==> config.mk <==
export PLATFORM = sky130hd
export DESIGN_NAME = qos_egress_mux
export DESIGN_NICKNAME = d
export VERILOG_FILES = /design/src/rtl/qos_egress_mux.sv
export SDC_FILE = /design/constraint.sdc
export NUM_CORES = 1
export LEC_CHECK = 0
export CAP_MARGIN = 5
export CORE_ASPECT_RATIO = 0.7
export CORE_MARGIN = 2
export CORE_UTILIZATION = 24
export DETAILED_ROUTE_END_ITERATION = 7
export PLACE_DENSITY_LB_ADDON = 0.12
export RECOVER_POWER = 50
export SETUP_SLACK_MARGIN = 0.3
export SYNTH_ARGS = -nofsm -noshare
export SYNTH_HDL_FRONTEND = slang
export SYNTH_SLANG_ARGS = --single-unit
==> constraint.sdc <==
create_clock -name clk -period 2.95 [get_ports clk]
set_clock_uncertainty 0.15 [all_clocks]
set_input_delay 0.7375 -clock clk [delete_from_list [all_inputs] [get_ports clk]]
set_output_delay 0.7375 -clock clk [all_outputs]
set_load 0.01 [all_outputs]
==> src/rtl/qos_egress_mux.sv <==
// Egress stage behind the weighted QoS arbiter: registers the pop vector, captures the
// popped VC FIFO word one cycle later, and keeps per-class egress word counters.
module qos_egress_mux #(
  parameter int unsigned DATA_W      = 12,
  parameter int unsigned CNT_W       = 8,
  parameter int unsigned IDLE_CYCLES = 4
) (
  input  logic              clk,
  input  logic              reset,
  input  logic [3:0]        pop,
  input  logic [DATA_W-1:0] data_in0,
  input  logic [DATA_W-1:0] data_in1,
  input  logic [DATA_W-1:0] data_in2,
  input  logic [DATA_W-1:0] data_in3,
  input  logic              req,
  input  logic [1:0]        req_idx,
  input  logic              clr_cnt,
  output logic [DATA_W-1:0] data_out,
  output logic              valid_out,
  output logic [1:0]        class_out,
  output logic [CNT_W-1:0]  cnt_out,
  output logic              cnt_valid,
  output logic              idle,
  output logic              err
);

  localparam int unsigned IW = $clog2(IDLE_CYCLES + 1);

  typedef enum logic {S_IDLE, S_ACTIVE} state_t;

  state_t            state, state_nxt;
  logic [IW-1:0]     idle_cnt, idle_cnt_nxt, idle_cnt_inc;
  logic              pop_v_q;
  logic [1:0]        sel_q, sel_d;
  logic              multi_pop;
  logic [DATA_W-1:0] data_sel;
  logic [CNT_W-1:0]  cnt [4];

  // Lowest set bit wins when the arbiter raises more than one pop.
  always_comb begin
    sel_d = 2'd0;
    if (pop[0])      sel_d = 2'd0;
    else if (pop[1]) sel_d = 2'd1;
    else if (pop[2]) sel_d = 2'd2;
    else if (pop[3]) sel_d = 2'd3;
  end

  assign multi_pop = (pop & (pop - 4'd1)) != 4'd0;

  always_comb begin
    case (sel_q)
      2'd0:    data_sel = data_in0;
      2'd1:    data_sel = data_in1;
      2'd2:    data_sel = data_in2;
      default: data_sel = data_in3;
    endcase
  end

  always_ff @(posedge clk) begin
    if (!reset) begin
      pop_v_q   <= 1'b0;
      sel_q     <= 2'd0;
      data_out  <= '0;
      valid_out <= 1'b0;
      class_out <= 2'd0;
      cnt_out   <= '0;
      cnt_valid <= 1'b0;
      err       <= 1'b0;
      for (int unsigned k = 0; k < 4; k++) cnt[k] <= '0;
    end else begin
      pop_v_q   <= |pop;
      sel_q     <= sel_d;
      valid_out <= pop_v_q;
      if (pop_v_q) begin
        data_out  <= data_sel;
        class_out <= sel_q;
      end
      if (multi_pop) err <= 1'b1;
      cnt_valid <= req;
      if (req) cnt_out <= cnt[req_idx];
      // Clear takes priority over the increment of a word leaving on the same edge.
      for (int unsigned k = 0; k < 4; k++) begin
        if (clr_cnt)
          cnt[k] <= '0;
        else if (pop_v_q && sel_q == 2'(k))
          cnt[k] <= cnt[k] + 1'b1;
      end
    end
  end

  always_ff @(posedge clk) begin
    if (!reset) begin
      state    <= S_IDLE;
      idle_cnt <= '0;
    end else begin
      state    <= state_nxt;
      idle_cnt <= idle_cnt_nxt;
    end
  end

  assign idle_cnt_inc = idle_cnt + 1'b1;

  always_comb begin
    state_nxt    = state;
    idle_cnt_nxt = idle_cnt;
    case (state)
      S_IDLE: begin
        idle_cnt_nxt = '0;
        if (|pop) state_nxt = S_ACTIVE;
      end
      default: begin
        if (|pop) begin
          idle_cnt_nxt = '0;
        end else if (idle_cnt_inc == IW'(IDLE_CYCLES)) begin
          idle_cnt_nxt = '0;
          state_nxt    = S_IDLE;
        end else begin
          idle_cnt_nxt = idle_cnt_inc;
        end
      end
    endcase
  end

  assign idle = (state == S_IDLE);

endmodule

Yosys cells after proc, flatten, opt, wreduce, memory -nomap -nowiden. Memory sizes are Yosys's and may differ from the RTL's. A register that Yosys moved wholly into a read port is not among the register bits. Index checks and enable logic that the tools add are counted.

Output and inout port bits: 26. Register bits: 24. Memory bits (writable): 32. Word-level logic and storage cells: 79. Memories kept: 1.

Memory list: cnt (words 4, bits a word 8, read ports 5, clocked after memory_dff 1, wr ports 4, RTL line 37) `logic [CNT_W-1:0] cnt [4];`.

$add $sub $neg: 6. Mux-type cells: 36. Reductions and logical operators: 11. Bitwise logic cells: 11. Eq/ne operators: 4.

Operator list (count): $mux 8 (8); $pmux 12 s3 (1); $add 8x1->8 const B (4); $mux 1 (25); $or 1x1->1 (8); $reduce_or 7->1 (1); $and 4x4->4 (1); $eq 2x2->1 const B (2); $logic_and 1x1->1 (4); $mux 2 (2); $reduce_bool 4->1 (1); $reduce_or 4->1 (1); $sub 4x1->4 const B (1); $add 3x1->3 const B (1); $eq 3x3->1 const B (1); $reduce_or 3->1 (1); $eq 2x1->1 const B (1); $logic_not 2->1 (1); $not 1->1 (2); $reduce_or 2->1 (1); $logic_not 1->1 (1).

Longest topological paths before layout. Gate-level depths: netlist of run 1.

Word-level depth: 7. Mapped depth: 5.

Least setup slack after synthesis of run 1. Ideal clock, no wire load.

Kind: input to register. Start point: in reset. End point: mem cnt[2][0] (enable). Setup time: 0.329 ns. Buffers on the path: 1. Required time: 2.471 ns. Arrival: 1.529 ns. Setup slack: 0.942 ns. Stages: 4. Path through: nor2b_1 > clkbuf_1 > nand3_1 > nand2_1.

RTL lines: start, declared (RTL line 9) `input logic reset,`; end, declared (RTL line 37).

==> metrics.txt, run 1 <==
Synth top area share about 30%; placed instance count between 500 and 600; first-pass GRT wire length between 10 and 15 mm; Final Hold Fails 0; initial antenna violation count 0; initial drt markers 87; Cells after Synth ~300; Worst setup EP type flip-flop; vias in the first global route 2631; CP peak stage delay around 600 ps; Startpoint Class input pin; Total Routing Usage GR between 10% and 20%; via/cell ratio around 4.7; synth cell count leaders dfxtp_1 (32), edfxtp_1 (32), a21oi_1 (23); mapped cell area roughly 3200 µm²; Ant. Diodes 0; nets approximately 450; CTS clk-pin slew, worst paths ~60 ps; critical path fanouts, max 8; Filler Cell Count roughly 1300; type of the most critical hold path flip-flop to flip-flop; largest net degree at the start of global routing 26; Least-Margin Pin Slew about 870 ps; H-tree levels 3; ranking of synthesized cells by area edfxtp_1 (30%), dfxtp_1 (20%), mux2i_1 (6.2%); Gates resized, CTS repair 0; DP HPWL about 6.6 mm; port bufs 83; crit-path leading delay family buffers and inverters; WP data required around 2800 ps; Site Rows 35; Max stage delay cell, worst path dlygate4sd3_1; Ys Warns 0; cell breakdown of the critical path dlygate4sd3_1, nor2b_1, clkbuf_1, nand3_1, nand2_1; Min Hold Slack just over 300 ps; DIE HEIGHT 100.7 µm; Leakage between 1.5 and 2 nW; DRC errors left 0; Gate power share between 10% and 20%; number of CTS-inserted buffers 9; Total Die Area 14310 µm²; deepest clock path buffer count 2; clk_lat worst skew roughly 340 ps; CTS hold repair buffers 0; RSZ-0062 raised after global routing false; syn nets 362; Yosys reg bits 64; Pint between 1.5 and 2 mW; pre-CTS setup slack roughly 420 ps; ratio of cells with drive above 1 in the final layout under 10%; CP bufs+invs 2; setup violators final 0; post-layout min period between 2000 and 2500 ps; asr flop ratio synth 0%; io pins 84; kind of critical path input pin to flip-flop; number of synthesized flops with an enable pin 32; Seq/Total Area, Yosys 49.98%; # Post-CTS Setup Buffers 0; Max VDD drop approximately 260 µV; die width 142.1 µm; post-route ant nets 0; Wirelength per Cell 15.72 µm; setup ws final 545.4 ps; DR pass1 iterations 4; Yosys cell types 36; setup TNS 0 ps; vias around 2600; RD Place Congestion roughly 0.76; gr ovfl total 0; Power, Total about 2.4 mW; CTS tree yes; Initial Utilization about a quarter; clock group share of total power between 40% and 50%; Core ar. around 13000 µm²; Net Switching just under 600 µW; Critical Path AT 2260 ps; CTS Root Cell clkbuf_16; Slew headroom 41.89%; final non-filler cell total approximately 560; DRT Wirelength 8.790 mm; max-slew violations 0; Layout area overhead 41.12%; outcome finished clean; Avg Inst Size Synth 10.75 µm²; fin crit share 81.51%; clock sinks 64; main flop type after synthesis edfxtp_1; P per Cell Area between 500 and 600 nW/µm²; max-cap viol count 0; area leader, netlist edfxtp_1; sequential power share approximately 43%; switch share 24.44%; FMAX around 0.42 GHz
## path summary, 6_finish.rpt
check         startpoint  slack (ps)          end  depth (start not counted)
max reg2reg     sel_q[1]         860    cnt[0][7]                          3
min reg2reg  idle_cnt[0]         310  idle_cnt[0]                          1
max                reset         550    cnt[2][5]                          5
min          idle_cnt[0]         310  idle_cnt[0]                          1
## cells in the final DEF (no fill, tap or decap), drive strengths merged, types with 2 or more instances in the layout
master | Yosys | layout
dfxtp | 32 | 32
mux2i | 20 | 20
buf | 9 | 5
a21oi | 23 | 23
xnor2 | 4 | 4
mux4 | 3 | 3
nand2 | 15 | 15
o22ai | 9 | 9
nor3b | 2 | 2
o221ai | 17 | 17
nand3 | 16 | 16
clkbuf | 5 | 14
nor2 | 20 | 20
nor2b | 8 | 8
xor2 | 9 | 9
inv | 5 | 8
nand3b | 10 | 10
edfxtp | 32 | 32
and3 | 2 | 2
nand4 | 4 | 4
clkdlybuf4s50 | 0 | 76
and2 | 6 | 6
mux2 | 9 | 9
clkinvlp | 0 | 2
ha | 6 | 6
dlygate4sd3 | 0 | 7
or3 | 12 | 12
o21ai | 12 | 12
## per-stage QoR
step | util (%) | area, µm²
final | 34.53 | 4522
after global routing | 34.53 | 4522
after CTS | 34.78 | 4554
after detailed placement | 32.47 | 4252
after global placement | 32.47 | 4252
after floorplan | - | 3204
## kinds of logic after synthesis
logic type / Yosys count / share of synthesized area, %
XOR/XNOR: 13 / 3.553
buffers and inverters: 19 / 2.655
adder cells (fa/ha/maj): 7 / 2.655
multiplexers: 32 / 11.52
AO/OA/AOI/OAI: 64 / 12.77
flip-flops: 64 / 49.98
AND/OR/NAND/NOR: 99 / 16.87
## power groups by stage
stage / registers, mW / clock network, mW / logic (mW)
after floorplan: 1.04 / 0 / 0.122
after global placement: 1.05 / 0 / 0.287
after detailed placement: 1.05 / 0 / 0.286
after CTS: 1.03 / 1.12 / 0.288
after global routing: 1.04 / 1.16 / 0.305
final: 1.03 / 1.09 / 0.279
## sequential cells by signal (all words and copies together), names as in the netlist
signal,flops
cnt_out,8
sel_q,2
valid_out,1
idle_cnt,3
data_out,12
pop_v_q,1
state,1
cnt,32
err,1
class_out,2
cnt_valid,1
## per-layer routing
layer | routed length, µm | GRT usage [%] | part of all wire (%)
met5 | 0 | 0 | 0
met4 | 107 | 4.154 | 1.2
met3 | 492 | 4.941 | 5.6
met2 | 3652 | 18.51 | 42
met1 | 4537 | 18.55 | 52
## area by class of cell
| cell class | count | area (µm²) | share of cell area [%] |
|---|---|---|---|
| Sequential cell | 64 | 1602 | 35.42 |
| Timing Repair Buffer | 93 | 887.1 | 19.62 |
| Clock inverter | 7 | 77.57 | 1.716 |
| Multi-Input combinational cell | 215 | 1504 | 33.26 |
| Clock buffer | 9 | 225.2 | 4.981 |
| Tap cell | 166 | 207.7 | 4.593 |
| Inverter | 5 | 18.77 | 0.4151 |
No activity file was read; power rests on OpenSTA's default activity.
==> run 2, diff against run 1 <==
Clock period 2.95 ns to 2.5 ns, I/O delays scaled along.
==> run 2 against run 1 <==
Compared with the run above: setup slack got worse by 230 ps; clock power rose by 39%; critical path depth stayed put; routed wire length increased by 2.2%; count of clock-buffer cells in the layout is 1 higher; cell area grew 2.5%; power is 28% higher; critical path type unchanged; largest cell class unchanged; highest routed layer unchanged.
==> metrics.txt, run 2 (synthesis results as in run 1) <==
Slew headroom 62.15% (+20 points); Least-Margin Pin Slew 567.0 ps (-303.4 ps); CTS tree yes; nets 456 (+0.88%); H-tree levels 3 (unchanged); Final Hold Fails 0 (unchanged); r2r worst-path depth 4 (+1); Critical Path Source reset; DIE HEIGHT 100.7 µm (unchanged); Initial Utilization 24.47% (unchanged); Storage cell area 1602 µm² (unchanged); die width 142.1 µm (unchanged); max-slew violations 0 (unchanged); Worst setup EP type flip-flop; CP endpoint cnt[2][3]; most common cell after layout, fill and taps aside clkdlybuf4s50_1; DRT Wirelength 8.979 mm (+2.2%); initial drt markers 98 (+13%); largest net degree at the start of global routing 22 (-15%); # Post-CTS Setup Buffers 0 (unchanged); WP data required 2340 ps (-460 ps); max reg flops 32 (unchanged); max-cap viol count 0 (unchanged); Reg-to-Reg End data_out[1]; area occupied by multi-input gates 1509 µm² (+0.33%); vias in the first global route 2751 (+4.6%); critical path fanouts, max 8 (unchanged); DP HPWL 6.749 mm (+1.7%); gr ovfl total 0 (unchanged); reg-to-reg slack, setup 520 ps (-340 ps); CTS clk-pin slew, worst paths 60 ps (about the same); Total Routing Usage GR 13.33% (+0.18 points); initial antenna violation count 0 (unchanged); Core ar. 13090 µm² (unchanged); post-route ant nets 0 (unchanged); Ant. Diodes 0 (unchanged); clk_lat worst skew 330 ps (about the same); FMAX 0.4582 GHz; via/cell ratio 4.700 (+0.74%); vias 2646 (+1.5%); most frequent cells in the layout clkdlybuf4s50_1 (78), dfxtp_1 (32), edfxtp_1 (32), a21oi_1 (23); outcome finished clean; number of CTS-inserted buffers 9 (unchanged); Leakage 1.652 nW (+2.9%); fin crit share ~87%; DR pass1 iterations 4 (unchanged); Max VDD drop 345.6 µV (+30%); Power, Total 3.068 mW (+28%); post-layout min period between 2000 and 2500 ps; CTS Root Cell clkbuf_16; Total Die Area 14310 µm² (unchanged); type of the most critical hold path flip-flop to flip-flop; first-pass GRT wire length 14.59 mm (+2.6%); Filler Cell Count 1318 (-0.90%); kind of critical path input pin to flip-flop; Most flops, register cnt; Largest regs cnt (32), data_out (12), cnt_out (8); port bufs 83 (unchanged); reg2reg start sel_q[1]; RD Place Congestion 0.7404 (-2.5%); Min Hold Slack 312.5 ps (+7.091 ps); deepest clock path buffer count 2 (unchanged); Site Rows 35 (unchanged); clock sinks 64 (unchanged); Wirelength per Cell 15.95 µm (+1.4%); Critical Path AT 2020 ps (-240 ps); CTS hold repair buffers 0 (unchanged); Layout area overhead 44.63%; P per Cell Area 662.0 nW/µm² (+25%); setup violators final 0 (unchanged); setup TNS 0 ps (unchanged); Startpoint Class input pin; ratio of cells with drive above 1 in the final layout 9.320% (+0.67 points); DRC errors left 0 (unchanged); io pins 84 (unchanged); RSZ-0062 raised after global routing false; Gates resized, CTS repair 0 (unchanged)
run 2: cell count changes in the layout (fill, tap and decap cells not counted), sizes merged:
cell | before | now
clkbuf | 14 | 17
buf | 5 | 7
bufinv | 1 | 3
clkdlybuf4s50 | 76 | 78
dlygate4sd3 | 7 | 5
inv | 8 | 6
clkinvlp | 2 | 1
run 2: area by class of cell:
type / instances / share of cell area, %
Clock inverter: 6 / 2.430
Timing Repair Buffer: 97 / 20.17
Clock buffer: 10 / 5.400
Tap cell: 166 / 4.482
Sequential cell: 64 / 34.56
Multi-Input combinational cell: 215 / 32.56
Inverter: 5 / 0.4050
run 2: power breakdown:
part	internal (mW)	switching (mW)
combinational	0.205	0.136
clock	1.04	0.477
sequential	1.16	0.0563
total	2.40	0.670
run 2: worst max-delay path, cell delays in order:
cell	delay (ps)
dlygate4sd3_1	570
nor2b_1	150
clkbuf_1	210
nand3_1	120
nand2_1	340
run 2: worst min path at each step:
| stage | startpoint | end | slack, ps | cells after the start |
|---|---|---|---|---|
| global placement | idle_cnt[0] | idle_cnt[0] | 290 | 1 |
| CTS | idle_cnt[0] | idle_cnt[0] | 310 | 1 |
| floorplan | idle_cnt[0] | idle_cnt[0] | 280 | 1 |
| global route | idle_cnt[0] | idle_cnt[0] | 330 | 1 |
| detailed placement | idle_cnt[0] | idle_cnt[0] | 310 | 1 |
| finish | idle_cnt[0] | idle_cnt[0] | 310 | 1 |
run 2: through the flow:
| step | cell area (µm²) | utilization [%] | std cells | worst slack, ps |
|---|---|---|---|---|
| 6_report | 4634 | 35.39 | 563 | 317.5 |
| 3_3_place_gp | 4307 | 32.89 | 547 | 138.7 |
| 5_1_grt | 4634 | 35.39 | 563 | 197.7 |
| 4_1_cts | 4669 | 35.66 | 563 | 399.7 |
| 2_1_floorplan | 3204 | - | 298 | 604.0 |
| 3_5_place_dp | 4307 | 32.89 | 547 | 111.7 |
run 2: layer usage:
metal | track usage (%) | routed length, µm | up-vias
met3 | 4.418 | 481 | 9
met1 | 18.66 | 4596 | 1257
met4 | 3.692 | 75 | 0
met5 | 0 | 0 | -
li1 | - | - | 1325
met2 | 19.62 | 3826 | 55
